**config.mk**
```make
export PLATFORM = sky130hd
export DESIGN_NAME = csa_accum_sequencer
export DESIGN_NICKNAME = d
export VERILOG_FILES = /design/src/rtl/csa_accum_sequencer.sv
export SDC_FILE = /design/constraint.sdc
export NUM_CORES = 1
export LEC_CHECK = 0
export CAP_MARGIN = 20
export CELL_PAD_IN_SITES_DETAIL_PLACEMENT = 2
export CELL_PAD_IN_SITES_GLOBAL_PLACEMENT = 2
export CORE_ASPECT_RATIO = 1.25
export CORE_MARGIN = 2
export CORE_UTILIZATION = 35
export CTS_BUF_LIST = sky130_fd_sc_hd__clkbuf_8
export CTS_CLUSTER_DIAMETER = 60
export DETAILED_ROUTE_END_ITERATION = 8
export PLACE_DENSITY_LB_ADDON = 0.1
export SLEW_MARGIN = 0
export SYNTH_ARGS = -nofsm -noshare
export SYNTH_HDL_FRONTEND = slang
export SYNTH_SLANG_ARGS = --single-unit
```
**constraint.sdc**
```tcl
create_clock -name clk -period 2.4 [get_ports clk]
set_input_delay 0.24 -clock clk [delete_from_list [all_inputs] [get_ports clk]]
set_output_delay 0.24 -clock clk [all_outputs]
set_load 0.02 [all_outputs]
```
**src/rtl/csa_accum_sequencer.sv**
```systemverilog
// csa_accum_sequencer: sums a stream of num_ops unsigned N-bit operands through a
// 3:2 carry-save stage, keeps the running total in redundant (sum, carry) form and
// resolves it with one carry-propagate add after the last operand.
// Optional feature macro: CSA_SEQ_ABORT_EN adds an abort input that cancels a job.
module csa_accum_sequencer #(
    parameter  int unsigned N       = 8,
    parameter  int unsigned MAX_OPS = 16,
    localparam int unsigned CW      = $clog2(MAX_OPS),
    localparam int unsigned W       = N + CW
) (
    input  logic          clk,
    input  logic          rst,
    input  logic          start,
    input  logic [CW:0]   num_ops,
    output logic          busy,
    input  logic          op_valid,
    output logic          op_ready,
    input  logic [N-1:0]  op_data,
    output logic          res_valid,
    input  logic          res_ready,
`ifdef CSA_SEQ_ABORT_EN
    input  logic          abort,
`endif
    output logic [W-1:0]  res_data
);

    localparam int unsigned NW = CW + 1;

    localparam logic [1:0] IDLE    = 2'd0;
    localparam logic [1:0] ACCUM   = 2'd1;
    localparam logic [1:0] RESOLVE = 2'd2;
    localparam logic [1:0] DONE    = 2'd3;

    logic [1:0]    state, state_nxt;
    logic [NW-1:0] remaining, remaining_nxt;
    logic [W-1:0]  sum_r, sum_nxt;
    logic [W-1:0]  carry_r, carry_nxt;
    logic [W-1:0]  res_nxt;
    logic [W-1:0]  opnd;
    logic [W-1:0]  maj;
    logic          abort_c;

    // Abort only acts while a job is in flight; in IDLE it is ignored.
`ifdef CSA_SEQ_ABORT_EN
    assign abort_c = abort && (state != IDLE);
`else
    assign abort_c = 1'b0;
`endif

    // Handshake and status outputs decoded from the state register.
    assign busy      = (state != IDLE);
    assign op_ready  = (state == ACCUM) && !abort_c;
    assign res_valid = (state == DONE)  && !abort_c;

    // 3:2 compressor inputs: zero-extended operand and majority (carry) term.
    assign opnd = {{CW{1'b0}}, op_data};
    assign maj  = (opnd & sum_r) | (opnd & carry_r) | (sum_r & carry_r);

    // Next-state and next-register logic.
    always_comb begin
        state_nxt     = state;
        remaining_nxt = remaining;
        sum_nxt       = sum_r;
        carry_nxt     = carry_r;
        res_nxt       = res_data;
        if (abort_c) begin
            state_nxt     = IDLE;
            remaining_nxt = '0;
            sum_nxt       = '0;
            carry_nxt     = '0;
            res_nxt       = '0;
        end else begin
            case (state)
                IDLE: begin
                    if (start) begin
                        if (num_ops == '0) begin
                            res_nxt   = '0;
                            state_nxt = DONE;
                        end else begin
                            remaining_nxt = (num_ops > NW'(MAX_OPS)) ? NW'(MAX_OPS) : num_ops;
                            sum_nxt       = '0;
                            carry_nxt     = '0;
                            state_nxt     = ACCUM;
                        end
                    end
                end
                ACCUM: begin
                    if (op_valid && op_ready) begin
                        sum_nxt       = opnd ^ sum_r ^ carry_r;
                        // Top bit of maj is provably 0, so the shift never loses data.
                        carry_nxt     = maj << 1;
                        remaining_nxt = remaining - NW'(1);
                        if (remaining == NW'(1)) begin
                            state_nxt = RESOLVE;
                        end
                    end
                end
                RESOLVE: begin
                    res_nxt   = sum_r + carry_r;
                    state_nxt = DONE;
                end
                DONE: begin
                    if (res_ready) begin
                        state_nxt = IDLE;
                    end
                end
                default: state_nxt = IDLE;
            endcase
        end
    end

    // State and datapath registers with synchronous reset.
    always_ff @(posedge clk) begin
        if (rst) begin
            state     <= IDLE;
            remaining <= '0;
            sum_r     <= '0;
            carry_r   <= '0;
            res_data  <= '0;
        end else begin
            state     <= state_nxt;
            remaining <= remaining_nxt;
            sum_r     <= sum_nxt;
            carry_r   <= carry_nxt;
            res_data  <= res_nxt;
        end
    end

endmodule

```
Word level (Yosys, flattened, before mapping)

Cells that the tools add are included.

Register bits: 43
Input bits: 18
Output and inout bits: 15
Word-level logic and storage cells: 54

$add $sub $neg: 2
Magnitude comparators: 1
Eq/ne operators: 10
Multiplexer cells: 20
Bitwise gates (word level): 7
Reduce and logical (&&, ||, !) cells: 9

Operators by type and width:

| cell                                                                     | number |
|---|---|
| 12-bit two-way mux                                                       | 6 |
| 12-bit one-hot mux with 2 select lines                                   | 3 |
| 8-bit by 11-bit bitwise AND with 11-bit output                           | 2 |
| 11-bit bitwise OR                                                        | 2 |
| 5-bit two-way mux                                                        | 4 |
| 12-bit adder                                                             | 1 |
| 12-bit XOR                                                               | 1 |
| 8-bit by 12-bit XOR with 12-bit output                                   | 1 |
| 11-bit bitwise AND                                                       | 1 |
| 2-bit two-way mux                                                        | 5 |
| 5-bit one-hot mux with 2 select lines                                    | 1 |
| 2-bit one-hot mux with 4 select lines                                    | 1 |
| 4-bit AND reduction                                                      | 2 |
| 2-bit by 1-bit inequality test with 1-bit output (second input constant) | 3 |
| 2-bit inequality test (second input constant)                            | 3 |
| 2-bit nonzero test                                                       | 3 |
| 5-bit by 1-bit == test with 1-bit output (second input constant)         | 1 |
| 5-bit > comparator (second input constant)                               | 1 |
| 5-bit zero test                                                          | 1 |
| 5-bit by 1-bit subtractor with 5-bit output (second input constant)      | 1 |
| 2-bit == test (second input constant)                                    | 2 |
| 3-bit AND reduction                                                      | 1 |
| 2-bit by 1-bit == test with 1-bit output (second input constant)         | 1 |
| 2-bit zero test                                                          | 1 |
| 1-bit logical AND                                                        | 1 |

Longest topological paths before layout

Word-level depth: 5
Gate-level depth with buffers: 8
Gate-level depth less buffers: 8

Least setup slack after synthesis

OpenSTA, ideal clock, no wires.

Path type: reg2reg
Start: reg sum_r[1]
End: reg res_data[9]
Setup time: 117 ps
Arrival time: 1850 ps
Data required time: 2283 ps
Setup slack: 433 ps
Cell stages (with the launch flop): 9
Buffers on the path: 0
Period minus slack after synthesis: 1967 ps
Cell sequence: dfxtp_1 -> ha_1 -> inv_1 -> fa_1 -> nor2b_1 -> o31a_1 -> o2111a_1 -> or3_1 -> a32o_1

Word-level cells in the longest chain between the ends: 2

Ends and longest elaborated chain:

| element                                | RTL line | source |
|---|---|---|
| start: declaration                     | 36       | `logic [W-1:0] sum_r, sum_nxt;` |
| start signal: assignment               | 123      | `sum_r <= sum_nxt;` |
| 12-bit adder                           | 99       | `res_nxt = sum_r + carry_r;` |
| 12-bit one-hot mux with 2 select lines | 73       | `case (state)` |
| end signal: assignment                 | 125      | `res_data <= res_nxt;` |
| end: declaration                       | 24       | `output logic [W-1:0] res_data` |

Every way passes these cells.
A chain may end at the register's enable or synchronous reset.

Worst setup path after layout

Start: reg sum_r[1]
End: reg res_data[11]

Same word-level chain as after synthesis.

==> results.md <==
- R2R cell count: 8
- Kind of critical path: flop to flop
- GRT Util Overall: 18.2%
- TNS Setup: 0 ns
- Yosys cell types: 51
- Worst setup SP type: flop
- Syn. warnings: 0
- Worst-case clock buffer depth: 2
- Clock Sinks: 42
- Max IR drop VDD: 0.334 mV
- Ys async rst share: 0%
- Mapped Area: 2410 um2
- I/O Buffers: 32
- CTS H-tree depth: 2
- Full die area: 7560 um2
- Register area share after synthesis: 34.9%
- Worst R2R Start: sum_r[1]
- Status: finished, final reports clean
- Post-CTS sizing: 0
- Switch share: 38.5%
- DIE HEIGHT: 96.7 um
- Flop2flop setup slack: 0.27 ns
- Post-route ant nets: 0
- Nets: 337
- Layout Cells excl Fill: 380
- ANT cells: 0
- Hold depth: 2
- Int Power: 1260 uW
- Ys flop type: dfxtp_1
- Post-placement cell count: 373
- Clock transition at the registers of the reported paths: 0.08 ns
- Antenna violations before repair: 0
- DRT Pass-1 Iters: 4
- Worst Hold Path EP: res_data[3]
- Core ar.: 6610 um2
- Comb pwr share: 39.5%
- Fin. Hold Viols: 0
- Worst Setup SP: sum_r[1]
- Number of fillers in the final layout: 738
- Critical path arrival: 2.37 ns
- Clock root buffer: clkbuf_8
- Clk_skew: 0.00642 ns
- # IOs: 33
- Post-synth net total: 304
- Layout cells sized above 1: 7.17%
- Crit path time final: 2.13 ns
- Pleak: 0.00114 uW
- Max cap viols: 0
- Hpwl dp: 4950 um
- Max Transition Viols Final: 0
- Initial drt markers: 60
- Avg Synthesized Cell Area: 9.26 um2
- Via count: 2083
- Drt via density: 5.48
- Site row count: 33
- Cts hold-fix bufs: 0
- CTS tree: yes
- Worst Hold Class: flop to flop
- FF-to-FF End: res_data[11]
- RSZ-0062 raised after global routing: no
- Grt total ovfl: 0
- Register bit total from synthesis: 42
- Clock share of power: 20.8%
- First-pass GRT wire length: 11100 um
- Post-synth EDFFs: 0
- Tcrit/Tclk final: 88.9%
- WP data required: 2.63 ns
- Sequential cell area: 841 um2
- Sequential share of power: 39.7%
- Setup Fix Bufs, Post-CTS: 0
- Slew HR: 71.2%
- Slew @ Worst Pin: 0.429 ns
- Mapped Cells: 260
- Worst-path maximum fanout: 4
- Power per cell area: 714 nW/um2
- Hold_sp: res_data[3]
- DRC viols: 0
- Worst skew pair latency: 0.29 ns
- Initial Util: 36.5%
- Routed WL: 6550 um
- Net switching power: 790 uW
- Peak Freq: 0.469 GHz
- Multi-input gate area: 1450 um2
- Die X: 78.2 um
- Vias in the first global route: 2204
- Final setup violation count: 0
- GPL Wtd Cong: 0.771
- Area growth syn-to-layout: 19.4%
- Num CTS Buffers: 5
- Setup crit end kind: flop
- Pin count of the biggest net entering global routing: 34
- DR WL/cell: 17.2 um
-- per-stage QoR --
stage	hold WS [ns]	util, %	area, um2	setup slack [ns]	total power [uW]
2_1_floorplan	0.425	-	2410	0.433	1430
3_3_place_gp	0.442	42.4	2800	0.217	1620
3_5_place_dp	0.451	42.4	2800	0.146	1660
4_1_cts	0.462	43.5	2880	0.249	2090
5_1_grt	0.498	43.5	2880	0.117	2220
6_report	0.461	43.5	2880	0.267	2050
-- sequential cells by signal, indices dropped and copies added (netlist names) --
register,cells
res_data,12
sum_r,12
carry_r,11
remaining,5
state,2
-- worst max-delay path: stages, from the launching register on --
cell	delay, ns
dfxtp_1	0.40
ha_1	0.20
inv_1	0.06
fa_1	0.40
nor2b_1	0.16
o31a_1	0.23
o31ai_1	0.14
a2111o_1	0.43
nand3_1	0.08
-- power by group through the flow --
stage                     Sequential, uW  Clock [uW]  Combinational [uW]
after floorplan                      816           0                 610
after CTS                            817         445                 829
final                                815         428                 810
after global routing                 829         477                 914
after detailed placement             834           0                 823
after global placement               827           0                 794
-- how the worst max path moves through the flow --
stage / slack (ns) / end
after floorplan: 0.43 / res_data[9]
after global placement: 0.22 / remaining[3]
after detailed placement: 0.15 / remaining[1]
after CTS: 0.25 / res_data[11]
after global routing: 0.12 / remaining[0]
final: 0.27 / res_data[11]
-- final cells by class --
cell class / instances / area share, %
Clock buffer: 5 / 2.39
Clock inverter: 2 / 0.261
Inverter: 11 / 1.44
Multi-Input combinational cell: 196 / 50.4
Sequential cell: 42 / 29.2
Tap cell: 87 / 3.79
Timing Repair Buffer: 37 / 12.4
-- kinds of logic after synthesis --
logic type | Yosys count | share of synthesized area (%)
compound gates | 90 | 27.3
simple gates | 77 | 15.7
flops | 42 | 34.9
fa+ha+maj | 26 | 16.0
buf+inv | 22 | 5.04
xor+xnor | 3 | 1.09
-- layout by cell type (no fill, tap or decap), types with 2 or more instances in the layout --
master           synthesis  layout
dfxtp_1                 42      42
a211oi_1                 6       6
or3_1                    6       6
inv_1                   10      12
nor2_1                  33      33
o21ai_1                  3       3
nand4_1                  3       3
a21oi_1                 21      20
a22oi_1                 22      22
clkbuf_8                 2       5
o31a_1                   2       2
nand3_1                  6       6
clkdlybuf4s50_1          0      32
nand2_1                 12      12
nor3_1                   4       4
xor2_1                   2       2
nand2b_1                 2       2
a32o_1                   4       4
o21a_1                   2       2
a41oi_1                  2       2
a21o_1                   6       6
fa_1                     8       8
ha_1                    18      18
nor2b_1                  3       3
o21ai_0                 10      10
buf_4                    2       5
-- layer usage --
metal / vias up / wire length, um / GRT usage, % / part of all wire [%]
li1: 1021 / - / - / -
met1: 1032 / 2810 / 21.2 / 43
met3: 6 / 123 / 2.61 / 1.9
met5: - / 0 / 0 / 0
met4: 0 / 87 / 5.13 / 1.3
met2: 24 / 3520 / 34.0 / 54
-- synthesized netlist by cell type (all sizes together), types with 6 or more instances --
| cell type | count | share of area, % |
|---|---|---|
| a211oi | 7 | 2.4 |
| a21o | 6 | 1.9 |
| a21oi | 21 | 4.4 |
| a22oi | 22 | 6.9 |
| clkbuf | 6 | 1.8 |
| dfxtp | 42 | 35 |
| fa | 8 | 6.6 |
| ha | 18 | 9.4 |
| inv | 11 | 1.7 |
| nand2 | 12 | 1.9 |
| nand3 | 6 | 1.2 |
| nor2 | 33 | 5.1 |
| o21ai | 13 | 2.7 |
| or3 | 7 | 2.0 |
Note: power is estimated with default switching activity, not from simulation.
==> RTL change 1: new RTL, config.mk and constraints unchanged <==
Add a define of `CSA_SEQ_ABORT_EN`.
--- a/src/rtl/csa_accum_sequencer.sv
+++ b/src/rtl/csa_accum_sequencer.sv
@@ -2,6 +2,8 @@
 // 3:2 carry-save stage, keeps the running total in redundant (sum, carry) form and
 // resolves it with one carry-propagate add after the last operand.
 // Optional feature macro: CSA_SEQ_ABORT_EN adds an abort input that cancels a job.
+`define CSA_SEQ_ABORT_EN
+
 module csa_accum_sequencer #(
     parameter  int unsigned N       = 8,
     parameter  int unsigned MAX_OPS = 16,
Ports: changed (added abort); port bits go from 33 to 34. The function was not compared with the original's and may differ.
==> RTL change 1 against the unedited design <==
  * Synthesized area up 0.94%
  * Sequential cell count unchanged
  * First-iteration DRC count shrank 42%
  * Die area grew 0.90%
  * Total power up 21%
  * Sequential share of layout area fell by 0.67 points
  * Clock power is 11% higher
  * Routed wire length rose by 4.1%
  * Worst setup slack worse by 0.036 ns
  * Design area grew 2.3%
  * Critical path type is now register to output pin
  * Largest cell class unchanged
==> RTL change 1: results (changes against the unedited design) <==
CTS
  • CTS buffer count: 5 (unchanged)
  • Root buffer cell: clkbuf_8 (unchanged)
  • Clk buf depth: 2 (unchanged)
  • Hold_buf cts: 0 (unchanged)
  • H-Tree Depth: 2 (unchanged)
  • Clock latency at the later pin of the worst-skew pair: 0.29 ns (about the same)
  • Clk slew on worst S/H paths: 0.08 ns (about the same)
  • Post-cts sizing count: 0 (unchanged)
  • Setup Buffers After CTS: 0 (unchanged)

Global routing
  • Tot GR Track Use: 0.193 (was 0.182)
  • Initial antenna violation count: 0 (unchanged)
  • Vias in the first global route: 2442 (was 2204)
  • Largest net degree at the start of global routing: 30 (was 34)
  • First-pass GRT wire length: 11.8 mm (was 11.1 mm)

Synth
  • Mux share of post-synthesis cell area: 0 (unchanged)
  • Synth Net Count: 322 (was 304)
  • Synth cell types: 45 (was 51)
  • Top_reg_cell synth: dfxtp_1 (unchanged)
  • Top cells by area, synth: dfxtp_1 (35%), ha_1 (8.7%), a21oi_1 (8.2%), fa_1 (6.6%), nand3_1 (5.6%) (was dfxtp_1 (35%), ha_1 (9.4%), a22oi_1 (6.9%), fa_1 (6.6%), nor2_1 (5.1%))
  • Post-synthesis adder-cell area fraction: 0.153 (was 0.160)
  • Compound-Gate Fraction of Synth Area: 0.198 (was 0.273)
  • Synth async-reset ratio: 0 (unchanged)
  • Post-synthesis xor/xnor area fraction: 0.0324 (was 0.0109)
  • Ys Warns: 0 (unchanged)
  • Most frequent cells after synthesis: dfxtp_1 (42), a21oi_1 (40), nand2_1 (34) (was dfxtp_1 (42), nor2_1 (33), a22oi_1 (22))
  • Seq/Total Area, Yosys: 0.346 (was 0.349)

Routing
  • Routed wire length: 6.82 mm (was 6.55 mm)
  • DR pass1 iterations: 4 (unchanged)
  • Via/cell ratio: 5.39 (was 5.48)
  • Initial DRC count: 35 (was 60)

Final layout
  • Share of cells above drive strength 1: 0.0828 (was 0.0717)
  • Ant. Diodes: 0 (unchanged)
  • Registers with the most flip-flops: res_data (12), sum_r (12), carry_r (11) (unchanged)
  • Final nets: 357 (was 337)

Setup path
  • Crit-path max cell delay: 0.54 ns (was 0.43 ns)
  • Family with the most delay on the worst path: buffers and inverters (was compound AO/OA/AOI/OAI gates)
  • Critical Path AT: 1.93 ns (was 2.37 ns)
  • Crit-path max FO: 4 (unchanged)
  • CP max-delay cell: clkdlybuf4s50_1 (was a2111o_1)

Placement
  • Routability cong.: 0.743 (was 0.771)
  • IO Port Bufs: 33 (was 32)
  • Post-DP HPWL: 5.16 mm (was 4.95 mm)

Timing
  • Final worst clock skew: 0.00600 ns (was 0.00642 ns)
  • Slew HR: 0.619 (was 0.712)

Power
  • Peak VDD IR: 0.744 mV (was 0.334 mV)
  • Leak: 1.13 nW (was 1.14 nW)

Worst hold path
  • Worst Hold Class: register to register (unchanged)

Status
  • Status: completed (unchanged)
==> RTL change 1: logic make-up (layout without fill, tap and decap cells) <==
kind of cell               Yosys count  after routing
buffers and inverters               26             62
xor gates and xnor gates             9              9
AOI/OAI and AO/OA                   75             75
and+or+nand+nor                    101            101
DFF                                 42             42
adders and majority gates           25             25
==> RTL change 1: area by class of cell <==
cell class / instances / area [um2]
sequential: 42 / 841
fill: 754 / 3700
clock inverter: 2 / 8.76
tap: 87 / 109
clock buffer: 6 / 82.6
multi-input combinational: 210 / 1440
timing repair buffer: 43 / 418
inverter: 11 / 41.3
==> RTL change 1: power breakdown <==
part	total (mW)	leakage, nW	internal, mW	switching, mW
Sequential	0.817	0.339	0.759	0.0576
Combinational	1.20	0.738	0.434	0.768
Clock	0.474	0.0524	0.228	0.246
Total	2.49	1.13	1.42	1.07
==> RTL change 1: worst paths after layout <==
kind / start / end / slack [ns] / cells after the start
min reg2reg: sum_r[10] / sum_r[10] / 0.47 / 2
max reg2reg: sum_r[1] / res_data[11] / 0.26 / 9
min: sum_r[10] / sum_r[10] / 0.47 / 2
max: state[0] / op_ready / 0.23 / 5
==> RTL change 1: per-layer routing <==
layer,global-route usage,up-vias,routed length [um]
li1,-,1046,-
met1,0.226,1072,2860
met2,0.359,34,3670
met3,0.0260,9,179
met4,0.0540,0,108
met5,0,-,0
==> RTL change 1: metrics by stage <==
| stage | setup WS, ns | instance area, um2 | cells | util |
|---|---|---|---|---|
| 2_1_floorplan | 0.410 | 2430 | 278 | - |
| 3_3_place_gp | 0.292 | 2850 | 393 | 0.429 |
| 3_5_place_dp | 0.228 | 2850 | 393 | 0.429 |
| 4_1_cts | 0.175 | 2940 | 401 | 0.443 |
| 5_1_grt | 0.0101 | 2940 | 401 | 0.443 |
| 6_report | 0.230 | 2940 | 401 | 0.443 |
==> RTL change 2: new RTL, config.mk and constraints unchanged <==
Made on the original files. Take the reset off `res_data` and load it in a clocked block of its own.
--- a/src/rtl/csa_accum_sequencer.sv
+++ b/src/rtl/csa_accum_sequencer.sv
@@ -116,14 +116,16 @@
             remaining <= '0;
             sum_r     <= '0;
             carry_r   <= '0;
-            res_data  <= '0;
         end else begin
             state     <= state_nxt;
             remaining <= remaining_nxt;
             sum_r     <= sum_nxt;
             carry_r   <= carry_nxt;
-            res_data  <= res_nxt;
         end
+    end
+
+    always_ff @(posedge clk) begin
+        res_data <= res_nxt;
     end
 
 endmodule
Behaviour: differs if rst is asserted again (counterexample within 4 cycles, from zero or initial values and one cycle with rst high); with rst held inactive, the same outputs for 4 cycles.
==> RTL change 2 against the unedited design <==
  * Sequential cell count stayed put
  * Synthesized area is 7.4% higher
  * First-iteration DRC count is 13% higher
  * Core utilization is 0.91 points lower
  * Worst setup slack worse by 0.083 ns
  * Maximum frequency is 3.8% lower
  * Combinational power is 33% higher
  * Design area is 7.7% higher
  * Total power is 23% higher
  * Via count is 4.9% higher
  * Sequential power is 11% higher
  * Routed wire length is 11% higher
==> RTL change 2: results (changes against the unedited design) <==
Synth
  • Compound-Gate Fraction of Synth Area: 0.254 (was 0.273)
  • Seq/Total Area, Yosys: 0.372 (was 0.349)
  • Top cells by area, synth: dfxtp_1 (23%), edfxtp_1 (14%), ha_1 (8.7%), a32oi_1 (7.8%), fa_1 (6.2%) (was dfxtp_1 (35%), ha_1 (9.4%), a22oi_1 (6.9%), fa_1 (6.6%), nor2_1 (5.1%))
  • Mux share of post-synthesis cell area: 0.00387 (was 0)
  • Synth cell types: 56 (was 51)
  • Post-synthesis xor/xnor area fraction: 0.0135 (was 0.0109)
  • Synth Net Count: 301 (was 304)
  • Ys Warns: 0 (unchanged)
  • Synth Instances: 257 (was 260)

Setup path
  • Reg-to-reg slack, setup: 0.18 ns (was 0.27 ns)
  • CP max-delay cell: fa_1 (was a2111o_1)
  • Critical Path AT: 2.35 ns (was 2.37 ns)
  • Reg2reg end: res_data[11] (unchanged)
  • Depth of the most critical reg-to-reg path: 6 (was 8)

Power
  • Power share of the clock group: 0.217 (was 0.208)
  • Switching Power: 966 uW (was 790 uW)
  • Sw frac: 0.382 (was 0.385)
  • Leak: 1.22 nW (was 1.14 nW)
  • Pwr Density: 816 mW/mm2 (was 714 mW/mm2)
  • Comb pwr: 1.08 mW (was 810 uW)

Routing
  • Via count: 2186 (was 2083)
  • Met1 WL: 2.90 mm (was 2.81 mm)
  • DR pass1 iterations: 4 (unchanged)
  • Initial DRC count: 68 (was 60)
  • Met3 wire len: 151 um (was 123 um)
  • Metal2 WL: 4.08 mm (was 3.52 mm)
  • Routed wire length: 7.29 mm (was 6.55 mm)
  • DR WL/cell: 18.9 um (was 17.2 um)

Timing
  • Slew HR: 0.721 (was 0.712)
  • Final worst clock skew: 0.00875 ns (was 0.00642 ns)
  • Hold slack: 0.490 ns (was 0.461 ns)

Worst hold path
  • WHS Endpoint: remaining[4] (was res_data[3])

Global routing
  • M2 GR Usage: 0.390 (was 0.340)
  • Tot GR Track Use: 0.201 (was 0.182)
  • Met3 GRT Util: 0.0279 (was 0.0261)
  • First-pass GRT wire length: 12.4 mm (was 11.1 mm)
  • Vias in the first global route: 2483 (was 2204)

Placement
  • Placed insts: 377 (was 373)
  • Placed cell areas: 0.00299 mm2 (was 0.00280 mm2)
  • Post-DP HPWL: 5.57 mm (was 4.95 mm)
  • Place WS: 0.159 ns (was 0.146 ns)
  • Routability cong.: 0.792 (was 0.771)

Final layout
  • Filler Cell Count: 805 (was 738)
  • Ant. Diodes: 0 (unchanged)
  • Final nets: 336 (was 337)

CTS
  • Clock latency at the later pin of the worst-skew pair: 0.30 ns

Status
  • Status: completed (unchanged)
==> RTL change 2: changes by cell type after synthesis, sizes merged, moves of 6 or more <==
cell / unedited run / this run
a32oi: 0 / 23
a22oi: 22 / 0
dfxtp: 42 / 30
edfxtp: 0 / 12
a21oi: 21 / 13
or3: 7 / 1
==> RTL change 2: worst max-delay path by stage <==
stage | start | to | slack (ns) | cells past startpoint
final | sum_r[1] | res_data[11] | 0.18 | 6
after global routing | sum_r[1] | res_data[11] | 0.004 | 6
after CTS | sum_r[1] | res_data[11] | 0.13 | 6
after detailed placement | sum_r[1] | res_data[11] | 0.16 | 6
after global placement | sum_r[1] | res_data[11] | 0.25 | 6
after floorplan | state[0] | res_data[0] | 0.34 | 4
==> RTL change 2: final cells by class <==
class,count,share of cell area
Tap cell,92,0.0372
Clock inverter,3,0.0121
Timing Repair Buffer,42,0.128
Multi-Input combinational cell,190,0.477
Clock buffer,5,0.0222
Inverter,11,0.0133
Sequential cell,42,0.310
